[src/rtl/sr_cmd_arbiter.sv]
// -----------------------------------------------------------------------------
// sr_cmd_arbiter
//
// Round-robin arbiter that turns per-requester set/reset/hold/toggle commands
// into one-cycle set (s_out) and reset (r_out) strobes for an external bank of
// SR flip-flops whose current state comes back on q_in.
//
// One command is accepted per cycle and its strobe is driven, registered, in
// the following cycle. A toggle is resolved from q_in when it is accepted, so
// a toggle aimed at the bit currently being strobed would read a stale q. In
// that case the toggle is held off for one STALL cycle and re-arbitrated.
//
// Configuration macro:
//   SR_CMD_ARBITER_TOGGLE_EN  defined   : op 11 toggles the bit, STALL reachable
//                             undefined : op 11 is treated as hold, no STALL,
//                                         stall_cnt is constant zero
//
// Ports:
//   clk        rising-edge clock
//   rst_n      asynchronous active-low reset
//   req_valid  [NREQ]            command valid per requester
//   req_op     [2*NREQ]          op per requester: 00 hold, 01 reset, 10 set, 11 toggle
//   req_idx    [NREQ*log2 NBITS] target bit index per requester
//   req_ready  [NREQ]            one-hot grant (combinational)
//   q_in       [NBITS]           current q of the SR bank
//   s_out      [NBITS]           registered set strobes
//   r_out      [NBITS]           registered reset strobes
//   stall_cnt  [16]              saturating count of STALL cycles
// -----------------------------------------------------------------------------
module sr_cmd_arbiter #(
    parameter int NREQ  = 4,
    parameter int NBITS = 8
) (
    input  logic                            clk,
    input  logic                            rst_n,
    input  logic [NREQ-1:0]                 req_valid,
    input  logic [2*NREQ-1:0]               req_op,
    input  logic [NREQ*$clog2(NBITS)-1:0]   req_idx,
    output logic [NREQ-1:0]                 req_ready,
    input  logic [NBITS-1:0]                q_in,
    output logic [NBITS-1:0]                s_out,
    output logic [NBITS-1:0]                r_out,
    output logic [15:0]                     stall_cnt
);

    localparam int IW = $clog2(NBITS);
    localparam int PW = $clog2(NREQ);

    typedef enum logic [1:0] {
        IDLE  = 2'd0,
        ISSUE = 2'd1,
        STALL = 2'd2
    } state_t;

    typedef enum logic [1:0] {
        OP_HOLD   = 2'b00,
        OP_RESET  = 2'b01,
        OP_SET    = 2'b10,
        OP_TOGGLE = 2'b11
    } op_t;

    state_t           state;
    logic [PW-1:0]    ptr;

    logic             win_found;
    logic [PW-1:0]    win;
    op_t              win_op;
    logic [IW-1:0]    win_idx;
    logic             hazard;
    logic             accept;
    logic [NBITS-1:0] s_nxt;
    logic [NBITS-1:0] r_nxt;

    // Round-robin search: first valid requester at or after the pointer.
    always_comb begin
        int cand;
        // NOTE: every variable assigned in a combinational block gets a default
        // up front; otherwise paths that skip the assignment infer a latch.
        win_found = 1'b0;
        win       = '0;
        cand      = 0;
        for (int k = 0; k < NREQ; k++) begin
            cand = int'(ptr) + k;
            if (cand >= NREQ) begin
                cand = cand - NREQ;
            end
            if (!win_found && req_valid[cand]) begin
                win_found = 1'b1;
                win       = PW'(cand);
            end
        end
    end

    assign win_op  = op_t'(req_op[2*int'(win) +: 2]);
    assign win_idx = req_idx[IW*int'(win) +: IW];

`ifdef SR_CMD_ARBITER_TOGGLE_EN
    // A strobe on the target bit this cycle means q_in[win_idx] is about to
    // change, so a toggle resolved from it now would use the old value.
    assign hazard = win_found && (win_op == OP_TOGGLE) &&
                    (s_out[win_idx] || r_out[win_idx]);
`else
    assign hazard = 1'b0;
    logic unused_q;
    assign unused_q = ^q_in;
`endif

    assign accept = win_found && !hazard && (state != STALL);

    // Grant is qualified by rst_n so that it drops the moment reset asserts,
    // not just on the next edge.
    always_comb begin
        req_ready = '0;
        if (accept && rst_n) begin
            req_ready[win] = 1'b1;
        end
    end

    // Strobe pattern for the winning command; only used when it is accepted.
    always_comb begin
        s_nxt = '0;
        r_nxt = '0;
        unique case (win_op)
            OP_SET:   s_nxt[win_idx] = 1'b1;
            OP_RESET: r_nxt[win_idx] = 1'b1;
            OP_TOGGLE: begin
`ifdef SR_CMD_ARBITER_TOGGLE_EN
                s_nxt[win_idx] = ~q_in[win_idx];
                r_nxt[win_idx] =  q_in[win_idx];
`endif
            end
            default: ; // hold: consumed, no strobe
        endcase
    end

    // Control FSM with registered strobes.
    always_ff @(posedge clk or negedge rst_n) begin
        if (!rst_n) begin
            state <= IDLE;
            ptr   <= '0;
            s_out <= '0;
            r_out <= '0;
        end else begin
            // NOTE: clocked state uses non-blocking assignments so every
            // register samples the pre-edge values regardless of order.
            s_out <= '0;
            r_out <= '0;
            unique case (state)
                STALL: begin
                    state <= IDLE;
                end
                default: begin
                    if (accept) begin
                        state <= ISSUE;
                        s_out <= s_nxt;
                        r_out <= r_nxt;
                        if (int'(win) == NREQ - 1) begin
                            ptr <= '0;
                        end else begin
                            ptr <= win + PW'(1);
                        end
                    end else if (hazard) begin
                        state <= STALL;
                    end else begin
                        state <= IDLE;
                    end
                end
            endcase
        end
    end

`ifdef SR_CMD_ARBITER_TOGGLE_EN
    logic [15:0] stall_cnt_q;

    always_ff @(posedge clk or negedge rst_n) begin
        if (!rst_n) begin
            stall_cnt_q <= '0;
        end else if (state == STALL && stall_cnt_q != 16'hFFFF) begin
            stall_cnt_q <= stall_cnt_q + 16'd1;
        end
    end

    assign stall_cnt = stall_cnt_q;
`else
    assign stall_cnt = '0;
`endif

endmodule

[config.mk]
export PLATFORM = sky130hd
export DESIGN_NAME = sr_cmd_arbiter
export DESIGN_NICKNAME = d
export VERILOG_FILES = /design/src/rtl/sr_cmd_arbiter.sv
export SDC_FILE = /design/constraint.sdc
export NUM_CORES = 1
export LEC_CHECK = 0
export ABC_AREA = 0
export CAP_MARGIN = 30
export CORE_UTILIZATION = 39
export DETAILED_ROUTE_END_ITERATION = 12
export PLACE_DENSITY = 0.8
export SLEW_MARGIN = 20
export SYNTH_ARGS = -nofsm -noshare
export SYNTH_HDL_FRONTEND = slang
export SYNTH_SLANG_ARGS = --single-unit
[constraint.sdc]
create_clock -name clk -period 2.7 [get_ports clk]
set_clock_uncertainty 0.05 [all_clocks]
set_input_delay 0.54 -clock clk [delete_from_list [all_inputs] [get_ports clk]]
set_output_delay 0.54 -clock clk [all_outputs]
set_load 0.02 [all_outputs]
* Yosys cells after proc, flatten, opt, wreduce, memory -nomap -nowiden
Index checks and enable logic that the tools add are counted.
** Word-level totals
- Bits in registers :: 20
- Output and inout port bits :: 36
** Cells by class
- Order comparisons :: 12
- Reductions and logical operators :: 11
- Muxes and demuxes :: 38
- Multiply operators :: 1
- Add/subtract/negate cells :: 8
- Equality and inequality tests :: 5
- Shift-type cells :: 2
- Bitwise gates (word level) :: 1
** Operators with widths (number)
- < comparator 32 x 4 -> 1 bit, second input constant :: 4
- 2-to-1 mux 32 bit :: 4
- 2-to-1 mux 8 bit :: 6
- 2-to-1 mux 1 bit :: 16
- variable part select 12 x 5 -> 3 bit :: 1
- subtractor 3 x 3 -> 4 bit, second input constant :: 3
- 2-to-1 mux 2 bit :: 5
- >= comparator 3 bit, second input constant :: 3
- binary-select mux 1 bit (select 2 bit) :: 4
- variable part select 8 x 4 -> 2 bit :: 1
- logical AND 1 bit :: 7
- adder 2 x 2 -> 3 bit, second input constant :: 2
- equality test 2 x 1 -> 1 bit, second input constant :: 2
- equality test 2 bit, second input constant :: 2
- < comparator 3 x 4 -> 1 bit, second input constant :: 1
- multiplier 2 x 2 -> 4 bit, first input constant :: 1
- 2-to-1 mux 4 bit :: 1
- subtractor 2 x 3 -> 4 bit, second input constant :: 1
- adder 2 x 1 -> 3 bit, second input constant :: 1
- demux 1 bit (select 3 bit) :: 1
- >= comparator 2 x 3 -> 1 bit, second input constant :: 1
- >= comparator 3 x 1 -> 1 bit, second input constant :: 1
- zero test 1 bit :: 3
- < comparator 2 x 3 -> 1 bit, second input constant :: 1
- other kinds (6) :: 6

* Logic depth before layout (Yosys ltp)
- Word-level depth :: 24
- Mapped depth :: 9
- Mapped depth without buffers :: 7

* Worst setup path before layout
No wires, ideal clock.
- Kind :: input-to-output
- Start point :: in req_valid[3]
- End point :: out req_ready[2]
- Stages on the path :: 7
- Slack :: 0.530 ns
- Arrival time :: 1.580 ns
- Data required time :: 2.110 ns
- Path through :: and3b_1 o21ai_4 nand2_4 buf_6 inv_1 ha_1 and2_1
** On the way
- Cells in the longest elaborated chain, start to end :: 18
- Elaborated cells between the ends (all ways) :: 34
- Those cells by class :: order compare (2); mux (23); reduce/logical (9)
** Ends and longest elaborated chain
- start: declaration :: line 36 : input logic [NREQ-1:0] req_valid,
- binary-select mux 1 bit (select 2 bit) :: line 87 : if (!win_found && req_valid[cand]) begin
- 2-to-1 mux 1 bit (implied by the code) (2 in a row) :: line 87
- 2-to-1 mux 1 bit :: line 87
- zero test 1 bit :: line 87
- logical AND 1 bit :: line 87
- 2-to-1 mux 1 bit :: line 87
- zero test 1 bit :: line 87
- logical AND 1 bit :: line 87
- 2-to-1 mux 1 bit :: line 87
- zero test 1 bit :: line 87
- logical AND 1 bit :: line 87
- 2-to-1 mux 2 bit :: line 87
- < comparator 2 x 3 -> 1 bit (implied by the code) / >= comparator 2 x 1 -> 1 bit (equally long branches) :: line 115 : req_ready[win] = 1'b1;
- logical AND 1 bit (implied by the code) :: line 115
- 2-to-1 mux 1 bit (implied by the code) :: line 115
- demux 1 bit (select 2 bit) :: line 115
- 2-to-1 mux 4 bit * :: line 114 : if (accept && rst_n) begin
- end: declaration :: line 39 : output logic [NREQ-1:0] req_ready,
Mark *: on every way between the ends. The rest lies on a longest branch, timed or not. The select of a mux whose other input is x is not followed.

* Worst setup path after layout
- Start point :: in req_valid[1]
- End point :: out req_ready[1]
The elaborated chain is that of the path after synthesis.

==> reports/metrics.csv <==
stage,metric,value,unit
outcome,status,"finished, final reports clean",
pwr,vdd_ir_drop_max,0.402,mV
detailed_routing,wire_per_inst,13.3,um
synth,ys_seq_elements,18,
detailed_routing,drc_errors,0,
critical_path,critPathSlowestCell,clkdlybuf4s50_1,
grt,track_usage,18.6,%
placed_design,place_area,1840,um^2
synth,yosysTopAreaCell,dfrtp_1,
critical_path,worst_setup_path_start_kind,input pin,
layout,final_area,1910,um^2
grt,antenna_found_initial,0,
die,die_w,59.9,um
placed_design,io_buffers,45,
cts,cts_tree,done,
timing,worst_pin_slew,0.546,ns
detailed_routing,vias,1199,
synth,synth_edf_count,0,
timing,fin_crit_sh,95.7,%
cts,cts.hold.buffers_added,0,
cts,clock-root-buffer,clkbuf_4,
detailed_routing,drtIter0Drc,22,
cts,h-tree-depth,1,
min_path,worstHoldPathType,in -> async,
critical_path,r2r_setup_slack,0.42,ns
critical_path,arrival,1.99,ns
detailed_routing,postRouteAntennaNets,0,
job,drv_cap,0,
grt,grt_max_degree,19,
pwr,p_per_area,788,nW/um^2
synth,yosysWarnings,0,
die,start_util,42.1,%
detailed_routing,wirelength,3110,um
timing,period_needed,2.58,ns
synth,netlist_area,1310,um^2
critical_path,crit_required,2.11,ns
die,rows,20,
cts,cts_buffers,3,
die,dieArea,3590,um^2
layout,fill_cells,280,
die,die-height,59.9,um
synth,synth_top_cell_area_share,34.5,%
critical_path,cp_slowest_stage_delay,0.54,ns
die,ios,70,
layout,antenna_cells,0,
synth,ys.flop_type,dfrtp_1,
timing,clock.fmax,387,MHz
pwr,finalPower,1.51,mW
die,coreArea,3100,um^2
pwr,power_leakage,0.849,nW
detailed_routing,via_per_inst,5.15,
critical_path,crit_type,in -> out,
cts,clkTransAtPathRegs,0.09,ns
grt,grt_pass1_wl,5060,um
placed_design,gp_congestion,0.809,
timing,setup-violations-final,0,
cts,clock_latency,0.28,ns
synth,synthTopCellsByArea,"dfrtp_1 (34%), buf_4 (9.2%), nor4_1 (4.8%)",
layout,drive_gt1_share,27.5,%
critical_path,worstSetupEndpointType,output port,
layout,nets,229,
placed_design,hpwl,2500,um
synth,yosysUniqueCellTypes,45,
synth,synth-async-reset-ratio,100,%
timing,relSlewSlack,62.9,%
critical_path,crit_chain,"clkdlybuf4s50_1, nand3b_1, o211a_4, nand2_4, ha_1, and2_1, clkdlybuf4s15_2",
cts,clock_sinks,18,
synth,syn_area_per_cell,10.3,um^2
layout,area_growth,46.4,%
cts,clockBufferDepth,2,
critical_path,cp_max_fo,4,
grt,grt_pass1_vias,1150,
synth,netlist_instances,127,
synth,yosysSeqAreaShare,34.5,%
detailed_routing,drt_pass1_iterations,4,
timing,drv_slew,0,
grt,grt_overflow_total,0,
timing,finalHoldViolCount,0,
-- synth_stat cells, types with 2 or more instances --
| library cell | count |
|---|---|
| a211oi_2 | 3 |
| a21oi_1 | 5 |
| a2bb2oi_1 | 2 |
| and2_1 | 4 |
| and3_1 | 6 |
| buf_4 | 16 |
| buf_6 | 3 |
| dfrtp_1 | 18 |
| ha_1 | 4 |
| inv_1 | 3 |
| mux2_2 | 2 |
| mux2i_1 | 4 |
| nand2_1 | 2 |
| nand2b_1 | 2 |
| nand3_1 | 3 |
| nand3_2 | 2 |
| nor2_1 | 4 |
| nor3_1 | 4 |
| nor4_1 | 10 |
| nor4_2 | 3 |
| o21ai_0 | 2 |
| o21ai_1 | 2 |
-- critical path: cells and delay by family --
family / cells / cell delay, ns
AOI/OAI and AO/OA: 1 / 0.18
adders and majority gates: 1 / 0.14
buffers and inverters: 2 / 0.79
and+or+nand+nor: 3 / 0.33
-- cell families after synthesis --
logic type | synth area share [%]
flops | 34.5
other cells | 0.287
fa+ha+maj | 3.83
compound gates | 18.3
simple gates | 23.9
mux | 5.84
buf+inv | 13.3
-- per-layer routing --
| layer | vias to the layer above | track usage [%] | share of wire (%) |
|---|---|---|---|
| li1 | 567 | - | - |
| met5 | - | 0 | 0 |
| met4 | 0 | 8.31 | 2.4 |
| met1 | 568 | 21.8 | 40 |
| met2 | 54 | 34.1 | 52 |
| met3 | 10 | 1.73 | 5.6 |
-- power breakdown --
group | total [mW] | switching [mW] | internal [mW]
Sequential | 0.368 | 0.0465 | 0.322
Combinational | 1.02 | 0.579 | 0.438
Clock | 0.121 | 0.0691 | 0.0517
Total | 1.51 | 0.694 | 0.811
-- cell type report --
| cell class | instances | area [um^2] | share of cell area (%) |
|---|---|---|---|
| Clock buffer | 3 | 22.5 | 1.18 |
| Inverter | 4 | 20.0 | 1.05 |
| Multi-Input combinational cell | 101 | 791 | 41.4 |
| Sequential cell | 18 | 450 | 23.6 |
| Tap cell | 44 | 55.1 | 2.88 |
| Timing Repair Buffer | 63 | 573 | 30.0 |
-- state kept, by name, summed over array words and instances (netlist names) --
name,flops
r_out,8
s_out,8
ptr,2
-- placed cells by master, fill, tap and decap left out, types with 2 or more instances in the layout --
master           count
a211oi_2             3
a21oi_1              4
and2_1               4
and3_1               6
buf_2                3
buf_4               18
clkbuf_4             3
clkdlybuf4s50_1     39
conb_1              16
dfrtp_1             18
ha_1                 4
inv_1                3
mux2_2               2
mux2i_1              4
nand2_1              2
nand2b_1             2
nand3_1              3
nand3_2              2
nor2_1               4
nor3_1               4
nor4_1               7
nor4_2               5
o21ai_0              2
o21ai_1              2
-- stage by stage --
stage	std cells	hold slack (ns)	setup WS [ns]	TNS (ns)	utilization, %
detailed placement	229	0.685	-0.499	-3.89	59.4
CTS	232	0.621	0.0250	0	60.2
global route	233	0.624	-0.00120	-0.00120	61.6
floorplan	142	0.194	0.530	0	-
global placement	229	0.656	-0.434	-2.41	59.4
finish	233	0.618	0.115	0	61.6
-- path summary, 6_finish.rpt --
path                               startpoint                 end  cells past startpoint
max in group asynchronous               rst_n  r_out[4]$_DFF_PN0_                      2
hold / removal                          rst_n  ptr[1]$_DFFE_PN0P_                      2
setup / recovery                 req_valid[1]        req_ready[1]                      7
hold reg to reg            ptr[0]$_DFFE_PN0P_  ptr[0]$_DFFE_PN0P_                      2
setup reg to reg           ptr[1]$_DFFE_PN0P_  s_out[3]$_DFF_PN0_                      8
min in group clk                 req_valid[2]  ptr[0]$_DFFE_PN0P_                      4
-- what timing repair did --
action,CTS,global route
pin swaps,1,0
buffers inserted,0,1
cloned,0,0
setup endpoints to repair,4,5
gates resized for setup,19,7
hold endpoints to repair,0,0
Power figures use the tool's default switching activity.
